[src/rtl/perf_report_packetizer_if.sv]
// Report word stream from the perf packetizer toward the NoC injection port
// or a debug sink: valid/ready handshake with an end-of-packet marker.
interface perf_report_packetizer_if;
    logic        rpt_valid;
    logic [31:0] rpt_data;
    logic        rpt_last;
    logic        rpt_ready;

    modport master (
        output rpt_valid,
        output rpt_data,
        output rpt_last,
        input  rpt_ready
    );

    modport slave (
        input  rpt_valid,
        input  rpt_data,
        input  rpt_last,
        output rpt_ready
    );
endinterface

[src/rtl/perf_report_packetizer.sv]
// Runs fixed-length perf-monitor measurement windows and streams a snapshot
// of the monitor's metrics as one multi-word report packet per window.
module perf_report_packetizer #(
    parameter int         NUM_CORES = 4,
    parameter logic [7:0] MAGIC     = 8'hA5
) (
    input  logic                     clk,
    input  logic                     reset_n,
    input  logic                     cfg_enable,
    input  logic [31:0]              cfg_interval,
    output logic                     start_measurement,
    output logic                     stop_measurement,
    output logic                     reset_counters,
    input  logic [31:0]              total_instructions,
    input  logic [31:0]              instructions_per_core [NUM_CORES],
    input  logic [31:0]              l1i_hit_rate,
    input  logic [31:0]              l1d_hit_rate,
    input  logic [31:0]              l2_hit_rate,
    input  logic [31:0]              avg_memory_latency,
    input  logic [31:0]              noc_average_latency,
    input  logic [31:0]              coherence_traffic_percentage,
    perf_report_packetizer_if.master rpt,
    output logic                     busy,
    output logic [15:0]              report_seq
);
    localparam int W     = NUM_CORES + 9;
    localparam int IDX_W = $clog2(W);
    localparam logic [IDX_W-1:0] LAST_IDX = IDX_W'(W - 1);

    typedef enum logic [2:0] {
        S_IDLE,
        S_CLEAR,
        S_MEASURE,
        S_SNAPSHOT,
        S_SEND
    } state_t;

    typedef struct packed {
        logic [31:0]                 total;
        logic [NUM_CORES-1:0][31:0]  cores;
        logic [5:0][31:0]            rates;
    } snap_t;

    state_t           state_q, state_d;
    logic [31:0]      win_cnt_q, win_cnt_d;
    logic [31:0]      win_len_q, win_len_d;
    logic [IDX_W-1:0] idx_q, idx_d;
    logic [15:0]      seq_q, seq_d;
    snap_t            snap_q, snap_d;
    snap_t            snap_in;
    logic [31:0]      interval_eff;
    logic [W-1:0][31:0] words;

    assign interval_eff = (cfg_interval == 32'd0) ? 32'd1 : cfg_interval;

    always_comb begin
        snap_in       = '0;
        snap_in.total = total_instructions;
        for (int i = 0; i < NUM_CORES; i++) begin
            snap_in.cores[i] = instructions_per_core[i];
        end
        snap_in.rates[0] = l1i_hit_rate;
        snap_in.rates[1] = l1d_hit_rate;
        snap_in.rates[2] = l2_hit_rate;
        snap_in.rates[3] = avg_memory_latency;
        snap_in.rates[4] = noc_average_latency;
        snap_in.rates[5] = coherence_traffic_percentage;
    end

    // Packet layout: header, total, per-core counts, rates/latencies, win_len.
    always_comb begin
        words    = '0;
        words[0] = {MAGIC, 8'(W - 1), seq_q};
        words[1] = snap_q.total;
        for (int i = 0; i < NUM_CORES; i++) begin
            words[2 + i] = snap_q.cores[i];
        end
        for (int i = 0; i < 6; i++) begin
            words[NUM_CORES + 2 + i] = snap_q.rates[i];
        end
        words[W - 1] = win_len_q;
    end

    always_comb begin
        state_d   = state_q;
        win_cnt_d = win_cnt_q;
        win_len_d = win_len_q;
        idx_d     = idx_q;
        seq_d     = seq_q;
        snap_d    = snap_q;
        case (state_q)
            S_IDLE: begin
                if (cfg_enable) state_d = S_CLEAR;
            end
            S_CLEAR: begin
                win_cnt_d = interval_eff;
                win_len_d = interval_eff;
                state_d   = S_MEASURE;
            end
            S_MEASURE: begin
                win_cnt_d = win_cnt_q - 32'd1;
                if (win_cnt_q == 32'd1) state_d = S_SNAPSHOT;
            end
            S_SNAPSHOT: begin
                snap_d  = snap_in;
                idx_d   = '0;
                state_d = S_SEND;
            end
            S_SEND: begin
                if (rpt.rpt_ready) begin
                    if (idx_q == LAST_IDX) begin
                        idx_d   = '0;
                        seq_d   = seq_q + 16'd1;
                        state_d = cfg_enable ? S_CLEAR : S_IDLE;
                    end else begin
                        idx_d = idx_q + IDX_W'(1);
                    end
                end
            end
            default: state_d = S_IDLE;
        endcase
    end

    always_ff @(posedge clk or negedge reset_n) begin
        if (!reset_n) begin
            state_q   <= S_IDLE;
            win_cnt_q <= '0;
            win_len_q <= '0;
            idx_q     <= '0;
            seq_q     <= '0;
            snap_q    <= '0;
        end else begin
            state_q   <= state_d;
            win_cnt_q <= win_cnt_d;
            win_len_q <= win_len_d;
            idx_q     <= idx_d;
            seq_q     <= seq_d;
            snap_q    <= snap_d;
        end
    end

    // Outputs decode flops only; rpt_ready never reaches rpt_valid.
    assign reset_counters    = (state_q == S_CLEAR);
    assign start_measurement = (state_q == S_CLEAR);
    assign stop_measurement  = (state_q == S_MEASURE) && (win_cnt_q == 32'd1);
    assign rpt.rpt_valid     = (state_q == S_SEND);
    assign rpt.rpt_data      = (state_q == S_SEND) ? words[idx_q] : 32'd0;
    assign rpt.rpt_last      = (state_q == S_SEND) && (idx_q == LAST_IDX);
    assign busy              = (state_q != S_IDLE);
    assign report_seq        = seq_q;
endmodule

[src/flat_wrapper.sv]
// flat-port wrapper written by rule: the top's interface ports become plain ports
module perf_report_packetizer_flat 
#(
    parameter int         NUM_CORES = 4,
    parameter logic [7:0] MAGIC     = 8'hA5
)
  (clk, reset_n, cfg_enable, cfg_interval, start_measurement, stop_measurement, reset_counters, total_instructions, instructions_per_core, l1i_hit_rate, l1d_hit_rate, l2_hit_rate, avg_memory_latency, noc_average_latency, coherence_traffic_percentage, busy, report_seq, rpt_rpt_valid, rpt_rpt_data, rpt_rpt_last, rpt_rpt_ready);
  perf_report_packetizer_if rpt_i ();
  input  logic clk;
  input  logic reset_n;
  input  logic cfg_enable;
  input  logic [31:0] cfg_interval;
  output logic start_measurement;
  output logic stop_measurement;
  output logic reset_counters;
  input  logic [31:0] total_instructions;
  input  logic [31:0] instructions_per_core[NUM_CORES];
  input  logic [31:0] l1i_hit_rate;
  input  logic [31:0] l1d_hit_rate;
  input  logic [31:0] l2_hit_rate;
  input  logic [31:0] avg_memory_latency;
  input  logic [31:0] noc_average_latency;
  input  logic [31:0] coherence_traffic_percentage;
  output logic busy;
  output logic [15:0] report_seq;
  output wire logic [$bits(rpt_i.rpt_valid)-1:0] rpt_rpt_valid;
  output wire logic [$bits(rpt_i.rpt_data)-1:0] rpt_rpt_data;
  output wire logic [$bits(rpt_i.rpt_last)-1:0] rpt_rpt_last;
  input wire logic [$bits(rpt_i.rpt_ready)-1:0] rpt_rpt_ready;
  assign rpt_rpt_valid = rpt_i.rpt_valid;
  assign rpt_rpt_data = rpt_i.rpt_data;
  assign rpt_rpt_last = rpt_i.rpt_last;
  assign rpt_i.rpt_ready = rpt_rpt_ready;
  perf_report_packetizer #(.NUM_CORES(NUM_CORES), .MAGIC(MAGIC)) u_core (.clk(clk), .reset_n(reset_n), .cfg_enable(cfg_enable), .cfg_interval(cfg_interval), .start_measurement(start_measurement), .stop_measurement(stop_measurement), .reset_counters(reset_counters), .total_instructions(total_instructions), .instructions_per_core(instructions_per_core), .l1i_hit_rate(l1i_hit_rate), .l1d_hit_rate(l1d_hit_rate), .l2_hit_rate(l2_hit_rate), .avg_memory_latency(avg_memory_latency), .noc_average_latency(noc_average_latency), .coherence_traffic_percentage(coherence_traffic_percentage), .rpt(rpt_i), .busy(busy), .report_seq(report_seq));
endmodule
[config.mk]
export PLATFORM = sky130hd
export DESIGN_NAME = perf_report_packetizer_flat
export DESIGN_NICKNAME = d
export VERILOG_FILES = /design/src/rtl/perf_report_packetizer_if.sv /design/src/rtl/perf_report_packetizer.sv /design/src/flat_wrapper.sv
export SDC_FILE = /design/constraint.sdc
export NUM_CORES = 1
export LEC_CHECK = 0
export BUFFER_PORTS_ARGS = -buffer_cell sky130_fd_sc_hd__buf_2
export CAP_MARGIN = 15
export CORE_ASPECT_RATIO = 1.25
export CORE_MARGIN = 2
export CORE_UTILIZATION = 35
export CTS_BUF_LIST = sky130_fd_sc_hd__clkbuf_4
export DETAILED_ROUTE_END_ITERATION = 7
export SLEW_MARGIN = 20
export SYNTH_ARGS = -nofsm -noshare
export SYNTH_HDL_FRONTEND = slang
export SYNTH_SLANG_ARGS = --single-unit
[constraint.sdc]
create_clock -name clk -period 6.15 [get_ports clk]
set_input_delay 0.3075 -clock clk [delete_from_list [all_inputs] [get_ports clk]]
set_output_delay 0.3075 -clock clk [all_outputs]
set_load 0.05 [all_outputs]
==> impl_metrics.py, run 1 <==
metrics = {
    "clocking": {
        "cts.clk_slew.worst_paths_ns": 0.06,
        "cts_buffer_depth": 3,
        "cts_root_buffer": "clkbuf_4",
        "cts_setup_buffers": 0,
        "clock_sinks": 439,
        "clkLatencyLatePin_ns": 0.90,
        "htreeDepth": 3,
        "cts.repair.resized": 0,
        "cts-buffers-inserted": 114,
        "cts_tree": "done",
    },
    "critical_path": {
        "worst-path-max-fanout": 40,
        "critPathRequiredTime_ns": 5.84,
        "crit_path_end_kind": "output pin",
        "cp.arrival_ns": 4.15,
        "slowest_stage": "dfrtp_4",
        "startpoint_type": "register",
        "slowest_delay_ns": 0.89,
        "crit_type": "register to output pin",
        "path_cells": "buf_4, nor2b_1, a22oi_1, nor2_1, a211oi_1, nor3_1, buf_2",
        "regToRegSetupSlack_ns": 3.02,
    },
    "route": {
        "wl_per_cell_um": 21.7,
        "route.vias.total": 20200,
        "route.detailed.drc": 0,
        "postRouteAntennaNets": 0,
        "drt_iter0_drc": 1661,
        "vias_per_cell": 5.20,
        "drtPass1Iterations": 5,
        "routed_wl_um": 84300,
    },
    "global_routing": {
        "grt_pass1_vias": 20800,
        "grt_overflow": 0,
        "grt_first_pass_wirelength_um": 124000,
        "antenna_found_initial": 9,
        "grt_use_total_pct": 27.8,
        "grt_max_degree": 221,
    },
    "min_path": {
        "hp-class": "input pin to asynchronous set/reset pin",
    },
    "power": {
        "swShare_pct": 41.4,
        "p_leak_nw": 14.5,
        "power.density_nw_per_um2": 448,
        "ir_worst_vdd_mv": 0.215,
        "comb_power_share_pct": 38.5,
        "p_seq_share_pct": 41.6,
        "switchingPower_mw": 5.31,
        "p_clk_share_pct": 19.9,
        "p_int_mw": 7.51,
    },
    "synth": {
        "synth_edf_count": 0,
        "synth_cells": 2214,
        "synth_compound_area_share_pct": 5.74,
        "synthArstFlopShare_pct": 100,
        "synth_top_flop_cell": "dfrtp_1",
        "synth_fa_ha_area_share_pct": 0.307,
        "syn-num-nets": 2607,
        "synth.area.mux_share_pct": 10.5,
        "synth_top_family_by_area": "simple AND/OR/NAND/NOR gates",
        "netlist_area_um2": 20400,
        "synth.distinct_cells": 62,
        "avgSynthCellArea_um2": 9.21,
        "synth_xor_area_share_pct": 0.730,
        "synth-seq-area-share_pct": 53.9,
        "yosys.area_share.simple_pct": 26.0,
        "synth_seq_cells": 439,
        "yosys_warnings": 0,
    },
    "placement": {
        "dp_hpwl_um": 58100,
        "io_buffers": 441,
        "place.gp.congestion": 0.909,
    },
    "floorplanning": {
        "initial_core_util_pct": 35.5,
        "dieHeight_um": 274,
        "io_pins": 442,
        "fp.dieArea_um2": 60200,
        "core_um2": 57400,
        "die_w_um": 220,
        "rows": 98,
    },
    "final_layout": {
        "area_growth_pct": 40.2,
        "drive_above_1_share_pct": 23.9,
        "fillCellCount": 5249,
        "multi_input_area_um2": 8840,
        "nets": 3433,
        "final-seq-area_um2": 11000,
    },
    "outcome": {
        "outcome": "finished, final reports clean",
    },
    "sta": {
        "worst_pin_slew_ns": 0.964,
        "maxSlewViolCount": 0,
        "timing.hold.ws_ns": 0.0828,
        "finalSetupViolCount": 0,
        "rsz0062_at_grt": "no",
        "finalCritPeriodShare_pct": 72.5,
        "timing.final.hold_violations": 0,
        "finClkSkew_ns": 0.0761,
        "finalSetupTns_ns": 0,
        "fin_crit_ns": 4.46,
        "relSlewSlack_pct": 35.2,
        "max_freq_mhz": 224,
    },
    "flow_run": {
        "max_cap_violations": 0,
    },
}
==> layer usage <==
metal | vias to the layer above | track usage (%) | share of wire [%]
met1 | 9838 | 34.2 | 39
met5 | - | 0 | 0.015
met2 | 1022 | 44.4 | 47
li1 | 9069 | - | -
met3 | 305 | 5.05 | 6.4
met4 | 2 | 19.1 | 7.0
==> cells in the mapped netlist (all sizes together), types with 16 or more instances <==
cell type | instances | area share (%)
nor3 | 23 | 0.56
a221oi | 31 | 1.3
dfrtp | 439 | 54
nor4 | 17 | 0.55
buf | 24 | 0.54
o21ai | 16 | 0.39
clkbuf | 115 | 2.1
nand2 | 1185 | 22
nor2 | 36 | 0.66
mux4 | 80 | 8.8
nand3 | 28 | 0.69
mux2i | 17 | 0.83
a211oi | 34 | 1.3
==> cell type report <==
type / instances / share of cell area (%)
Sequential cell: 439 / 38.5
Multi-Input combinational cell: 1625 / 30.9
Timing Repair Buffer: 849 / 22.1
Clock buffer: 160 / 4.20
Tap cell: 750 / 3.28
Clock inverter: 44 / 0.819
Inverter: 11 / 0.144
Antenna cell: 10 / 0.0875
==> final timing paths <==
kind,startpoint,endpoint,depth (start not counted)
worst max register to register,u_core.idx_q[0]$_DFFE_PN0P_,u_core.state_q[0]$_DFFE_PN0P_,8
min in group clk,l2_hit_rate[7],u_core.snap_q[71]$_DFFE_PN0P_,4
worst max-delay path,u_core.idx_q[0]$_DFFE_PN0P_,rpt_rpt_data[23],7
max in group asynchronous,reset_n,u_core.snap_q[149]$_DFFE_PN0P_,3
worst min register to register,u_core.snap_q[191]$_DFFE_PN0P_,u_core.snap_q[191]$_DFFE_PN0P_,2
worst min-delay path,reset_n,u_core.snap_q[296]$_DFFE_PN0P_,2
==> worst max-delay path, delay by kind of cell, from the launching register on <==
kind / cells / cell delay [ns]
simple gates: 3 / 1.22
buf+inv: 2 / 0.90
flops: 1 / 0.89
compound gates: 2 / 0.26
==> state kept, by name, summed over array words and instances (netlist names) <==
signal and cells:
u_core.snap_q 352, u_core.idx_q 4, u_core.report_seq 16, u_core.win_len_q 32, u_core.state_q 3, u_core.win_cnt_q 32
==> through the flow <==
| step | setup slack, ns | cell area, um2 | std cells | utilization (%) | total power [mW] |
|---|---|---|---|---|---|
| after global placement | 2.61 | 23200 | 3286 | 40.5 | 9.97 |
| after CTS | 1.55 | 28600 | 3878 | 49.8 | 12.9 |
| after floorplan | 3.11 | 20400 | 2214 | - | 8.21 |
| after detailed placement | 2.54 | 23200 | 3286 | 40.5 | 10.1 |
| after global routing | 1.39 | 28600 | 3886 | 49.8 | 13.7 |
| final | 1.69 | 28600 | 3888 | 49.8 | 12.8 |
==> power groups by stage <==
stage	clock network (mW)	logic, mW	registers (mW)
2_1_floorplan	0	3.41	4.81
3_3_place_gp	0	4.64	5.33
3_5_place_dp	0	4.73	5.34
4_1_cts	2.61	4.94	5.30
5_1_grt	2.77	5.45	5.46
6_report	2.54	4.94	5.33
==> logic make-up (layout without fill, tap and decap cells) <==
kind of cell,Yosys count,count (layout)
compound gates,156,156
xor+xnor,17,17
fa+ha+maj,5,5
buf+inv,150,1064
flops,439,439
mux,112,112
other cells,0,10
simple gates,1335,1335
==> cells in the final DEF, fill, tap and decap left out, types with 7 or more instances in the layout <==
master         synthesis  final
nand2_1             1185   1185
a21oi_1               15     15
a22oi_1               13     13
nand3_1               28     28
mux2i_1               17     17
buf_4                  3     15
nand4_1                8      8
clkinv_1               1     29
mux4_2                80     80
a211oi_1              34     34
o211ai_1              12     12
nor2_1                36     36
dlygate4sd3_1          0    388
nor3_1                23     22
inv_1                 10      9
clkbuf_4               0    160
mux2_2                15     15
diode_2                0     10
buf_2                  7    440
o21ai_0               15     15
xnor2_1               14     14
o311ai_0               7      7
clkinv_2               0      8
nor4_1                16     16
dfrtp_1              439    437
a221oi_1              31     31
==> timing repair <==
item                                    in CTS  in global routing
endpoints found under the setup margin       0                  0
hold buffers                               388                  0
hold endpoints to repair                   529                  0
No activity file was read; power rests on OpenSTA's default activity.
==> inputs of run 2 (changes only) <==
--- a/config.mk
+++ b/config.mk
@@ -5,6 +5,7 @@
 export SDC_FILE = /design/constraint.sdc
 export NUM_CORES = 1
 export LEC_CHECK = 0
+export ABC_AREA = 1
 export BUFFER_PORTS_ARGS = -buffer_cell sky130_fd_sc_hd__buf_2
 export CAP_MARGIN = 15
 export CORE_ASPECT_RATIO = 1.25
==> constraint.sdc (replaced) <==
create_clock -name clk -period 3.8 [get_ports clk]
set_input_delay 0.19 -clock clk [delete_from_list [all_inputs] [get_ports clk]]
set_output_delay 0.19 -clock clk [all_outputs]
set_load 0.05 [all_outputs]
==> run 2 against run 1 <==
  * Sequential cell count stayed put
  * Final area is 13% higher
  * Non-clock buffer count is 237 higher
  * Via count is 6.8% higher
  * Power is 66% higher
  * Die area is 5.5% higher
  * Largest power group unchanged
  * Critical path type unchanged
==> impl_metrics.py, run 2 <==
metrics = {
    "final_layout": {
        "fillCellCount": 5183,
        "final_cell_mix": "dlygate4sd3_1 (613), dfrtp_1 (437), buf_2 (431)",
        "drive_above_1_share_pct": 22.0,
        "layout.cells.non_filler": 4224,
        "final-seq-area_um2": 11000,
        "fin_area_um2": 32400,
        "nets": 3686,
        "area_growth_pct": 50.3,
        "final_common_cell": "dlygate4sd3_1",
        "top_register": "u_core.snap_q",
        "reg_top3": "u_core.snap_q x352, u_core.win_cnt_q x32, u_core.win_len_q x32",
        "multi_input_area_um2": 9400,
        "largest_reg_flops": 352,
    },
    "synth": {
        "synth_top_cell_area_share_pct": 51.0,
        "netlist_area_um2": 21500,
        "syn-num-nets": 2607,
        "synthArstFlopShare_pct": 100,
        "synth-seq-area-share_pct": 51.0,
        "synth_edf_count": 0,
        "avgSynthCellArea_um2": 9.73,
        "synth_top_flop_cell": "dfrtp_1",
        "synth_seq_cells": 439,
        "synth_top_area_cell": "dfrtp_1",
        "synth.area.top_cells": "dfrtp_1 (51%), mux2_1 (15%), nand2_1 (7.3%)",
        "yosys_warnings": 0,
        "yosysMostFrequentCell": "dfrtp_1",
        "synthTopCellsByCount": "dfrtp_1 (439), nand2_1 (418), mux2_1 (287)",
        "synth_cells": 2214,
        "synth.distinct_cells": 40,
    },
    "critical_path": {
        "crit_path_end_kind": "output pin",
        "startpoint_type": "register",
        "cp.arrival_ns": 3.40,
        "crit_type": "register to output pin",
        "worst-path-max-fanout": 45,
        "critPathRequiredTime_ns": 3.61,
    },
    "flow_run": {
        "max_cap_violations": 0,
    },
    "sta": {
        "rsz0062_at_grt": "no",
        "finalSetupTns_ns": 0,
        "relSlewSlack_pct": 29.7,
        "timing.final.hold_violations": 0,
        "finClkSkew_ns": 0.0478,
        "worst_pin_slew_ns": 1.05,
        "finalSetupViolCount": 0,
        "max_freq_mhz": 279,
        "maxSlewViolCount": 0,
        "fin_crit_ns": 3.59,
        "finalCritPeriodShare_pct": 94.3,
    },
    "global_routing": {
        "grt_use_total_pct": 28.7,
        "grt_max_degree": 90,
        "grt_overflow": 0,
        "grt_pass1_vias": 23200,
        "antenna_found_initial": 13,
        "grt_first_pass_wirelength_um": 137000,
    },
    "placement": {
        "place.gp.congestion": 0.916,
        "dp_hpwl_um": 58700,
        "placed_cell_area_um2": 24600,
        "place_inst": 3382,
        "io_buffers": 441,
    },
    "route": {
        "wl_per_cell_um": 21.9,
        "drtPass1Iterations": 5,
        "dr_wl_met3_um": 5560,
        "route.vias.total": 21600,
        "route.detailed.drc": 0,
        "routed_wl_um": 92500,
        "drt-met1-wl_um": 34400,
        "dr_wl_met2_um": 47000,
        "drt_iter0_drc": 1430,
        "postRouteAntennaNets": 0,
        "top_layer": "met4",
        "vias_per_cell": 5.12,
    },
    "clocking": {
        "cts-buffers-inserted": 118,
        "cts_root_buffer": "clkbuf_4",
        "cts.clk_slew.worst_paths_ns": 0.06,
        "htreeDepth": 3,
        "clkLatencyLatePin_ns": 0.92,
        "cts_tree": "done",
        "clock_sinks": 439,
        "cts_buffer_depth": 3,
    },
    "floorplanning": {
        "core_um2": 60800,
        "initial_core_util_pct": 35.4,
        "dieHeight_um": 281,
        "fp.dieArea_um2": 63500,
        "die_w_um": 226,
        "rows": 101,
        "io_pins": 442,
    },
    "min_path": {
        "hp-class": "input pin to register",
    },
    "power": {
        "power.density_nw_per_um2": 658,
        "ir_worst_vdd_mv": 0.373,
        "p_leak_nw": 15.0,
    },
    "outcome": {
        "outcome": "finished, final reports clean",
    },
}
-- run 2: cell types whose count changed in the layout (fill, tap and decap cells not counted), moves of 19 or more --
cell | before | now
inv_1 | 9 | 121
nor2_1 | 36 | 281
dlygate4sd3_1 | 388 | 613
mux2_1 | 0 | 287
nand2_1 | 1185 | 418
mux2_2 | 15 | 59
a221oi_1 | 31 | 0
a22oi_1 | 13 | 32
nand3_1 | 28 | 90
mux4_2 | 80 | 0
a21oi_1 | 15 | 42
o21ai_0 | 15 | 148
o21ai_1 | 1 | 30
o211ai_1 | 12 | 37
-- run 2: routing by layer --
metal  global-route usage (%)  vias to the layer above
met2                     50.2                     1020
met4                     18.3                        0
met1                     32.0                    10600
li1                         -                     9673
met5                        0                        -
met3                     5.67                      324
-- run 2: critical path, cell delays in order (launching register included) --
cell and delay (ns):
dfrtp_4 0.65, inv_2 0.12, buf_4 0.38, nand2_8 0.29
nor2_1 0.17, nor2_1 0.05, o211ai_1 0.19, nand2_1 0.20
nor2_1 0.15, nor2_1 0.06, buf_2 0.22
-- run 2: final timing paths --
path | slack, ns | end | cells past startpoint | startpoint
max | 0.21 | rpt_rpt_data[2] | 10 | u_core.idx_q[1]$_DFFE_PN0P_
min | 0.07 | u_core.snap_q[111]$_DFFE_PN0P_ | 3 | avg_memory_latency[15]
min in group asynchronous | 0.49 | u_core.snap_q[59]$_DFFE_PN0P_ | 4 | reset_n
min reg2reg | 0.49 | u_core.win_len_q[0]$_DFFE_PN0P_ | 2 | u_core.win_len_q[0]$_DFFE_PN0P_
max reg2reg | 1.08 | u_core.state_q[0]$_DFFE_PN0P_ | 8 | u_core.idx_q[0]$_DFFE_PN0P_
max in group asynchronous | 2.74 | u_core.idx_q[1]$_DFFE_PN0P_ | 4 | reset_n
-- run 2: cell families after synthesis --
kind of cell | count (synthesis) | synth area share (%)
XOR/XNOR | 14 | 0.569
AO/OA/AOI/OAI | 333 | 9.07
buffers and inverters | 254 | 5.41
adder cells (fa/ha/maj) | 5 | 0.290
AND/OR/NAND/NOR | 823 | 15.6
multiplexers | 346 | 18.1
flip-flops | 439 | 51.0
-- run 2: final cells by class --
class	instances	area share (%)
sequential	439	34.0
multi-input combinational	1521	29.0
timing repair buffer	1086	27.6
clock buffer	173	4.01
tap	824	3.18
inverter	127	1.48
clock inverter	35	0.572
antenna	19	0.147
-- run 2: repair_timing --
item / 4_1_cts / 5_1_grt
resized for setup: 0 / 4
setup endpoints to repair: 0 / 17
endpoints found under the hold margin: 756 / 0
buffers inserted: 0 / 1
hold buffers: 614 / 0
-- run 2: where the power goes --
part	switching, mW	internal, mW	total (mW)
Clock	2.14	2.15	4.29
Sequential	1.65	7.01	8.67
Combinational	4.84	3.50	8.35
Total	8.64	12.7	21.3
-- run 2: per-stage QoR --
stage | hold slack [ns] | util (%) | worst slack [ns] | power (mW)
after CTS | 0.0000364 | 53.1 | 0.000370 | 21.1
after global placement | 0.305 | 40.6 | 0.975 | 16.0
after global routing | -0.0197 | 53.2 | 0.0130 | 22.6
final | 0.0713 | 53.3 | 0.215 | 21.3
after floorplan | -0.106 | - | 1.39 | 13.4
after detailed placement | 0.307 | 40.6 | 0.991 | 16.3
